[src/rtl/zp_pkg.sv]
// zp_pkg: shared constants, tap indices and FSM state type for the zero-pad 3x3 window generator
package zp_pkg;
    localparam int KERNEL = 3;
    localparam int NTAPS = KERNEL * KERNEL;
    localparam int TAP_TL = 0;
    localparam int TAP_TC = 1;
    localparam int TAP_TR = 2;
    localparam int TAP_ML = 3;
    localparam int TAP_MC = 4;
    localparam int TAP_MR = 5;
    localparam int TAP_BL = 6;
    localparam int TAP_BC = 7;
    localparam int TAP_BR = 8;
    typedef enum logic [1:0] {ZP_IDLE, ZP_RUN, ZP_DRAIN} zp_state_t;
endpackage

[src/rtl/zp_line_buffer.sv]
// zp_line_buffer: two raster rows of history, read-before-write at one shared index per step
module zp_line_buffer #(
    parameter int DATA_W = 10,
    parameter int MAX_W = 112,
    parameter int AW = 7
) (
    input  logic              clk,
    input  logic              we,
    input  logic [AW-1:0]     addr,
    input  logic [DATA_W-1:0] wdata,
    output logic [DATA_W-1:0] rd0,
    output logic [DATA_W-1:0] rd1
);
    logic [DATA_W-1:0] row0 [MAX_W];
    logic [DATA_W-1:0] row1 [MAX_W];
    assign rd0 = row0[addr];
    assign rd1 = row1[addr];
    always_ff @(posedge clk) begin
        if (we) begin
            row1[addr] <= row0[addr];
            row0[addr] <= wdata;
        end
    end
endmodule

[src/rtl/zero_pad_window_gen.sv]
// zero_pad_window_gen: streaming 3x3 window generator with pad=1 zero masking from internal row/col counters.
// Optional ZP_STRIDE2_EN adds i_stride2, which emits only even-row/even-col centred windows.
module zero_pad_window_gen
    import zp_pkg::*;
#(
    parameter int DATA_W = 10,
    parameter int MAX_W = 112,
    parameter int MAX_H = 112,
    parameter int DIM_W = $clog2(MAX_H + 2)
) (
    input  logic                    i_clk,
    input  logic                    i_rst,
    input  logic                    i_start,
    input  logic [DIM_W-1:0]        i_width,
    input  logic [DIM_W-1:0]        i_height,
    input  logic                    i_valid,
    input  logic [DATA_W-1:0]       i_data,
    output logic                    o_ready,
    output logic                    o_valid,
    output logic [NTAPS*DATA_W-1:0] o_data,
    output logic [NTAPS-1:0]        o_sel,
    input  logic                    i_ready,
    output logic                    o_last,
`ifdef ZP_STRIDE2_EN
    input  logic                    i_stride2,
`endif
    output logic                    o_busy
);
    localparam logic [DIM_W-1:0] ONE = DIM_W'(1);
    localparam logic [DIM_W-1:0] W_LIM = DIM_W'(MAX_W);
    localparam logic [DIM_W-1:0] H_LIM = DIM_W'(MAX_H);
    zp_state_t state;
    logic [DIM_W-1:0] width, height, vr, vc;
    logic stride2, stride_in;
    logic [DATA_W-1:0] win [NTAPS];
    logic [DATA_W-1:0] nxt [NTAPS];
    logic [DATA_W-1:0] rd0, rd1, pix;
    logic [NTAPS-1:0] sel;
    logic [NTAPS*DATA_W-1:0] masked;
    logic inj, out_free, step, emit, last_pos, start_ok;
    logic top_ok, bot_ok, left_ok, right_ok;
`ifdef ZP_STRIDE2_EN
    assign stride_in = i_stride2;
`else
    assign stride_in = 1'b0;
`endif
    assign start_ok = i_width != '0 && i_width <= W_LIM && i_height != '0 && i_height <= H_LIM;
    // Positions on the extra row/column feed zero and never consume an input pixel.
    assign inj = vr == height || vc == width;
    assign out_free = !o_valid || i_ready;
    assign o_ready = state == ZP_RUN && !inj && out_free;
    assign step = state == ZP_RUN && out_free && (inj || i_valid);
    assign pix = inj ? '0 : i_data;
    assign emit = step && vr != '0 && vc != '0 && (!stride2 || (vr[0] && vc[0]));
    assign last_pos = stride2 ? vr == ((height - ONE) | ONE) && vc == ((width - ONE) | ONE)
                              : vr == height && vc == width;
    assign top_ok = vr != ONE;
    assign bot_ok = vr != height;
    assign left_ok = vc != ONE;
    assign right_ok = vc != width;
    assign sel[TAP_TL] = top_ok & left_ok;
    assign sel[TAP_TC] = top_ok;
    assign sel[TAP_TR] = top_ok & right_ok;
    assign sel[TAP_ML] = left_ok;
    assign sel[TAP_MC] = 1'b1;
    assign sel[TAP_MR] = right_ok;
    assign sel[TAP_BL] = bot_ok & left_ok;
    assign sel[TAP_BC] = bot_ok;
    assign sel[TAP_BR] = bot_ok & right_ok;
    always_comb begin
        for (int r = 0; r < KERNEL; r++) begin
            nxt[r*KERNEL] = win[r*KERNEL+1];
            nxt[r*KERNEL+1] = win[r*KERNEL+2];
        end
        nxt[TAP_TR] = rd1;
        nxt[TAP_MR] = rd0;
        nxt[TAP_BR] = pix;
        masked = '0;
        for (int k = 0; k < NTAPS; k++) masked[k*DATA_W +: DATA_W] = sel[k] ? nxt[k] : '0;
    end
    zp_line_buffer #(.DATA_W(DATA_W), .MAX_W(MAX_W), .AW(DIM_W)) u_lb (
        .clk(i_clk),
        .we(step && vc != width),
        .addr(vc),
        .wdata(pix),
        .rd0(rd0),
        .rd1(rd1)
    );
    always_ff @(posedge i_clk or posedge i_rst) begin
        if (i_rst) begin
            state <= ZP_IDLE;
            width <= '0;
            height <= '0;
            vr <= '0;
            vc <= '0;
            stride2 <= 1'b0;
            o_valid <= 1'b0;
            o_last <= 1'b0;
            o_busy <= 1'b0;
            o_data <= '0;
            o_sel <= '0;
            for (int k = 0; k < NTAPS; k++) win[k] <= '0;
        end else begin
            if (state == ZP_IDLE && i_start && start_ok) begin
                state <= ZP_RUN;
                width <= i_width;
                height <= i_height;
                stride2 <= stride_in;
                vr <= '0;
                vc <= '0;
                o_busy <= 1'b1;
            end
            if (step) begin
                for (int k = 0; k < NTAPS; k++) win[k] <= nxt[k];
                vc <= vc == width ? '0 : vc + ONE;
                if (vc == width) begin
                    vr <= vr + ONE;
                    if (vr == height) state <= ZP_DRAIN;
                end
            end
            if (emit) begin
                o_valid <= 1'b1;
                o_last <= last_pos;
                o_data <= masked;
                o_sel <= sel;
            end else if (i_ready) begin
                o_valid <= 1'b0;
                o_last <= 1'b0;
            end
            if (state == ZP_DRAIN && out_free) begin
                state <= ZP_IDLE;
                o_busy <= 1'b0;
            end
        end
    end
endmodule
[config.mk]
export PLATFORM = sky130hd
export DESIGN_NAME = zero_pad_window_gen
export DESIGN_NICKNAME = d
export VERILOG_FILES = /design/src/rtl/zp_pkg.sv /design/src/rtl/zp_line_buffer.sv /design/src/rtl/zero_pad_window_gen.sv
export SDC_FILE = /design/constraint.sdc
export NUM_CORES = 2
export LEC_CHECK = 0
export ABC_AREA = 1
export BUFFER_PORTS_ARGS = -buffer_cell sky130_fd_sc_hd__buf_2
export CAP_MARGIN = 25
export CORE_ASPECT_RATIO = 0.8
export CORE_MARGIN = 2
export CORE_UTILIZATION = 35
export DETAILED_ROUTE_END_ITERATION = 12
export HOLD_SLACK_MARGIN = 0.12
export PLACE_DENSITY = 0.63
export SLEW_MARGIN = 20
export SYNTH_ARGS = -nofsm -noshare
export SYNTH_HDL_FRONTEND = slang
export SYNTH_SLANG_ARGS = --single-unit
[constraint.sdc]
create_clock -name i_clk -period 6.7 [get_ports i_clk]
set_input_delay 1.34 -clock i_clk [delete_from_list [all_inputs] [get_ports i_clk]]
set_output_delay 1.34 -clock i_clk [all_outputs]
set_load 0.01 [all_outputs]
==> Word level (Yosys, flattened, before mapping) <==
Memory sizes are Yosys's and may differ from the RTL's.
Cells that the tools add are included.
{ "totals": {"register_bits": 192, "memories": 2, "ram_bits": 2240, "wordCells": 88} }
{ "mem_list": {"columns": ["name", "words", "word_bits", "rd", "rd_ports_with_merged_regs", "wr", "line", "rtl"], "rows": [
  ["u_lb.row0", 112, 10, 1, 0, 1, "zp_line_buffer.sv:14", "logic [DATA_W-1:0] row0 [MAX_W];"],
  ["u_lb.row1", 112, 10, 1, 0, 1, "zp_line_buffer.sv:15", "logic [DATA_W-1:0] row1 [MAX_W];"]
]} }
{ "op_classes": {"magnitude_cmp": 2, "n_bitwise": 4, "n_eq_ne": 8, "add_sub_neg": 2, "reduce_logical": 27, "mux": 27} }
{ "op_table": {"columns": ["op", "count"], "rows": [
  ["$mux W10", 9],
  ["$mux W7", 6],
  ["$reduce_bool A7 Y1", 4],
  ["$add A7 B1 Y7 const B", 2],
  ["$eq A7 B7 Y1", 2],
  ["$le A7 B7 Y1 const B", 2],
  ["$logic_and A1 B1 Y1", 14],
  ["$ne A7 B1 Y1 const B", 2],
  ["$ne A7 B7 Y1", 2],
  ["$mux W2", 5],
  ["$mux W1", 7],
  ["$reduce_bool A2 Y1", 3],
  ["$and A1 B1 Y1", 4],
  ["$logic_or A1 B1 Y1", 3],
  ["$eq A2 B1 Y1 const B", 1],
  ["$eq A2 B2 Y1 const B", 1],
  ["$logic_not A1 Y1", 2],
  ["$logic_not A2 Y1", 1]
]} }

==> Logic depth before layout (Yosys ltp) <==
{ "logic_depth": {"depth_word": 10, "ltp_mapped": 17, "ltp_nobuf": 13} }

==> By module <==
Synthesis repeated with hierarchy kept, for this count alone.
{ "unflattened": {"cells_unflattened": 9944, "area_unflattened_um2": 101491.1} }
{ "modules_own_cells": {"columns": ["module", "cells_each", "area_per_inst_um2", "seq_area_each_um2", "instances"], "rows": [
  ["zp_line_buffer", 9014, 93275.7, 67264.5, 1],
  ["zero_pad_window_gen", 930, 8215.4, 4804.6, 1]
]} }

==> Least setup slack after synthesis <==
Ideal clock, no wire load.
{ "synth_path": {"path_type": "input-to-reg", "startpoint": "input port i_data[1]", "endpoint": "memory u_lb.row0[0][1] (data pin)", "slack_ps": 1949, "path_stages": 2, "setup_time_ps": 735, "t_required_ps": 5965, "arrival_ps": 4016, "path_cell_list": "inv_1 -> nor2_1"} }
{ "synth_via": {"elab_chain_len": 1} }
{ "synth_lines": {"columns": ["element", "line", "rtl"], "rows": [
  ["start, declared", "zero_pad_window_gen.sv:17", "input logic [DATA_W-1:0] i_data,"],
  ["$mux W10", "zero_pad_window_gen.sv:53", "assign pix = inj ? '0 : i_data;"],
  ["end, declared", "zp_line_buffer.sv:14", null]
]} }
No other way between the ends.

==> out/qor.txt <==
Status - completed
Leak - 0.05027 uW
Peak VDD IR - 0.5971 mV
RSZ-0062 raised after global routing - no
Vias in the first global route - 63920
Filler Cell Count - 28060
Post-route ant nets - 0
Most used cell, CP - nor2_1
First-pass GRT wire length - 430.4 mm
Final Hold Vio Count - 0
Final Routed Wirelength - 293.5 mm
Reg2reg end - u_lb.row1[109][0]$_DFFE_PP_
Largest net degree at the start of global routing - 157
R2R depth - 12
Starting density of the core - 35.23%
Reg2reg start - vc[1]$_DFFE_PP0P_
Mapped Nets - 10140
Iteration-0 DRC count of the detailed router - 9243
Hold Path End - o_data[34]$_DFFE_PP0P_
Synth cell count leaders - nand2_1 (3211), edfxtp_1 (2240), inv_1 (1821)
Worst slack at placement - 1480 ps
Ys flop type - edfxtp_1
Final worst path period share - 81.93%
CTS tree - yes
CP Max Fanout - 62
Die X - 612.6 um
Post-cts resize count - 0
Synth top area share - 64.85%
Port Buffer Count - 131
Unique cell type count in the Yosys netlist - 39
Crit Path Class - flop to flop
Dominant cells by area after synthesis - edfxtp_1 (65%), nand2_1 (12%), inv_1 (6.6%), dfrtp_1 (4.6%), nand3_1 (4.5%)
Nets - 10320
Post-DP HPWL - 172.1 mm
Ys Warns - 0
Endpoints failing setup - 0
Vias per inst - 4.796
Max_slew headroom - 28.42%
Cts bufs inserted - 229
WL/cell - 20.35 um
Hold Buf Count CTS - 0
Hold Path Class - flop to flop
DRT Pass-1 Iters - 6
Layout cells sized above 1 - 9.088%
MaxCap Viol Count - 0
Grt ovf - 0
Die area - 300700 um2
Crit path DAT - 6060 ps
Asr flop ratio synth - 7.895%
CTS sink cnt - 2432
CTS max path bufs - 4
Pwr per Cell Area - 472.4 nW/um2
Slowest stage cell, crit path - nand2_4
Final core occ - 39.87%
DRC - 0
WHS Path Cells - 2
Min-Delay Startpoint - nxt[54]$_DFFE_PP0N_
# H-tree levels - 4
CP cell instances - nand2_4 -> inv_6 -> buf_12 -> nand3_1 -> nand2_1 -> nor2_1 -> nor2_1 -> nor2_1 -> nand2_1 -> a21oi_1 -> nand2_4 -> buf_12
Mapped Cells - 10100
Core area - 294400 um2
Initial antenna violation count - 8
Slowest cell delay on critical path - 750 ps
IO Count - 132
Flops & latches, synth - 2432
Total number of vias - 69190
Slew @ Worst Pin - 1072 ps
Standard-cell row count - 178
Die Ht - 490.9 um
Setup bufs post-CTS - 0
Worst Skew - 47.01 ps
Worst skew pair latency - 890 ps
Top-count cell post-synth - nand2_1
Gpl congestion - 0.8767
CTS clk-pin slew, worst paths - 70 ps
P&R area growth vs syn - 13.17%
Final Slew Violations - 0
Root buf cell - clkbuf_16
Reg2Reg Setup Slack - 1210 ps
Cell taking the most area after synthesis - edfxtp_1
Total track usage - 19.10%
Setup TNS Final - 0 ps
Fmax achieved - 182.2 MHz
Startpoint types - flop
Final WS setup - 1211 ps
Final min period - 5489 ps
Mapped Area - 103700 um2
CP endpoint kind - flop
Worst EP required - 7280 ps
Mapped Avg Cell Area - 10.27 um2
Seq/Total Area, Yosys - 69.48%
Post-synth EDFFs - 2240
cell usage in the layout, fill, tap and decap left out, types with 19 or more instances in the layout:
| cell type | count |
|---|---|
| clkbuf_1 | 46 |
| dfrtp_1 | 191 |
| a21oi_1 | 38 |
| o21ai_1 | 94 |
| nor3_2 | 25 |
| nor2_4 | 31 |
| buf_12 | 43 |
| inv_1 | 1814 |
| nor2_2 | 84 |
| nand3_1 | 929 |
| clkinv_2 | 46 |
| nor2_1 | 663 |
| or2_1 | 19 |
| nand2_1 | 3201 |
| or2_2 | 68 |
| clkinv_1 | 57 |
| nand4_1 | 43 |
| o21ai_0 | 112 |
| buf_4 | 193 |
| edfxtp_1 | 2240 |
| clkbuf_16 | 232 |
| buf_2 | 131 |
metrics by stage:
stage	cells	hold slack, ps	cell area, um2	total power (uW)
floorplan	10100	441.9	103700	33280
global placement	13990	450.1	109900	42390
detailed placement	14010	452.5	110200	42580
CTS	14420	468.2	117300	55150
global route	14420	489.5	117400	57510
finish	14430	463.5	117400	55450
cells by family (layout without fill, tap and decap cells):
family,after synthesis,after routing,synth area share (%)
fa+ha+maj,6,6,0.07238
xor+xnor,23,23,0.1942
compound gates,255,255,1.253
buf+inv,2268,2628,8.751
flops,2432,2432,69.48
simple gates,5120,5120,20.25
other cells,0,4,0
state kept, by name, indices dropped and copies added (netlist names), 7 cells and up:
signal	flops
vr	7
masked	10
u_lb.row0	1120
u_lb.row1	1120
o_data	90
vc	7
height	7
o_sel	9
nxt	50
width	7
worst max-delay path by stage:
stage / start / cells after the start / slack (ps) / to
after floorplan: i_rst / 1 / 130 / height[0]$_DFFE_PP0P_
after global placement: vc[1]$_DFFE_PP0P_ / 13 / 1380 / u_lb.row1[94][1]$_DFFE_PP_
after detailed placement: vc[1]$_DFFE_PP0P_ / 12 / 1480 / u_lb.row1[95][0]$_DFFE_PP_
after CTS: vc[0]$_DFFE_PP0P_ / 12 / 1470 / u_lb.row1[52][2]$_DFFE_PP_
after global routing: vc[0]$_DFFE_PP0P_ / 12 / 1190 / u_lb.row1[2][1]$_DFFE_PP_
final: vc[1]$_DFFE_PP0P_ / 12 / 1210 / u_lb.row1[109][0]$_DFFE_PP_
where the power goes:
| part | internal (uW) | switching [uW] | total [uW] | leakage, uW |
|---|---|---|---|---|
| sequential | 21900 | 448 | 22300 | 0.0227 |
| clock | 6980 | 5710 | 12700 | 0.00350 |
| combinational | 4060 | 16400 | 20400 | 0.0241 |
| total | 32900 | 22500 | 55400 | 0.0503 |
layout make-up:
type	instances	area [um2]	share of cell area, %
tap	3960	4955	4.221
timing repair buffer	383	3153	2.686
sequential	2432	72070	61.40
antenna	4	10.01	0.008527
clock buffer	289	6123	5.217
inverter	1833	6912	5.888
multi-input combinational	5404	23170	19.74
clock inverter	123	988.4	0.8421
critical path: cells and delay by family, from the launching register on:
family,cells,cell delay (ps)
AOI/OAI and AO/OA,1,720
and+or+nand+nor,8,2540
DFF,1,650
buffers and inverters,3,1130
per-layer routing:
metal | share of wire (%) | up-vias | track usage, % | wire length, um
met2 | 43 | 3287 | 27.83 | 125300
met3 | 11 | 416 | 4.374 | 32320
met5 | 0.0044 | - | 0 | 13
li1 | - | 32340 | - | -
met1 | 44 | 33150 | 28.53 | 128400
met4 | 2.6 | 2 | 4.847 | 7565
(Power assumes the default switching activity.)
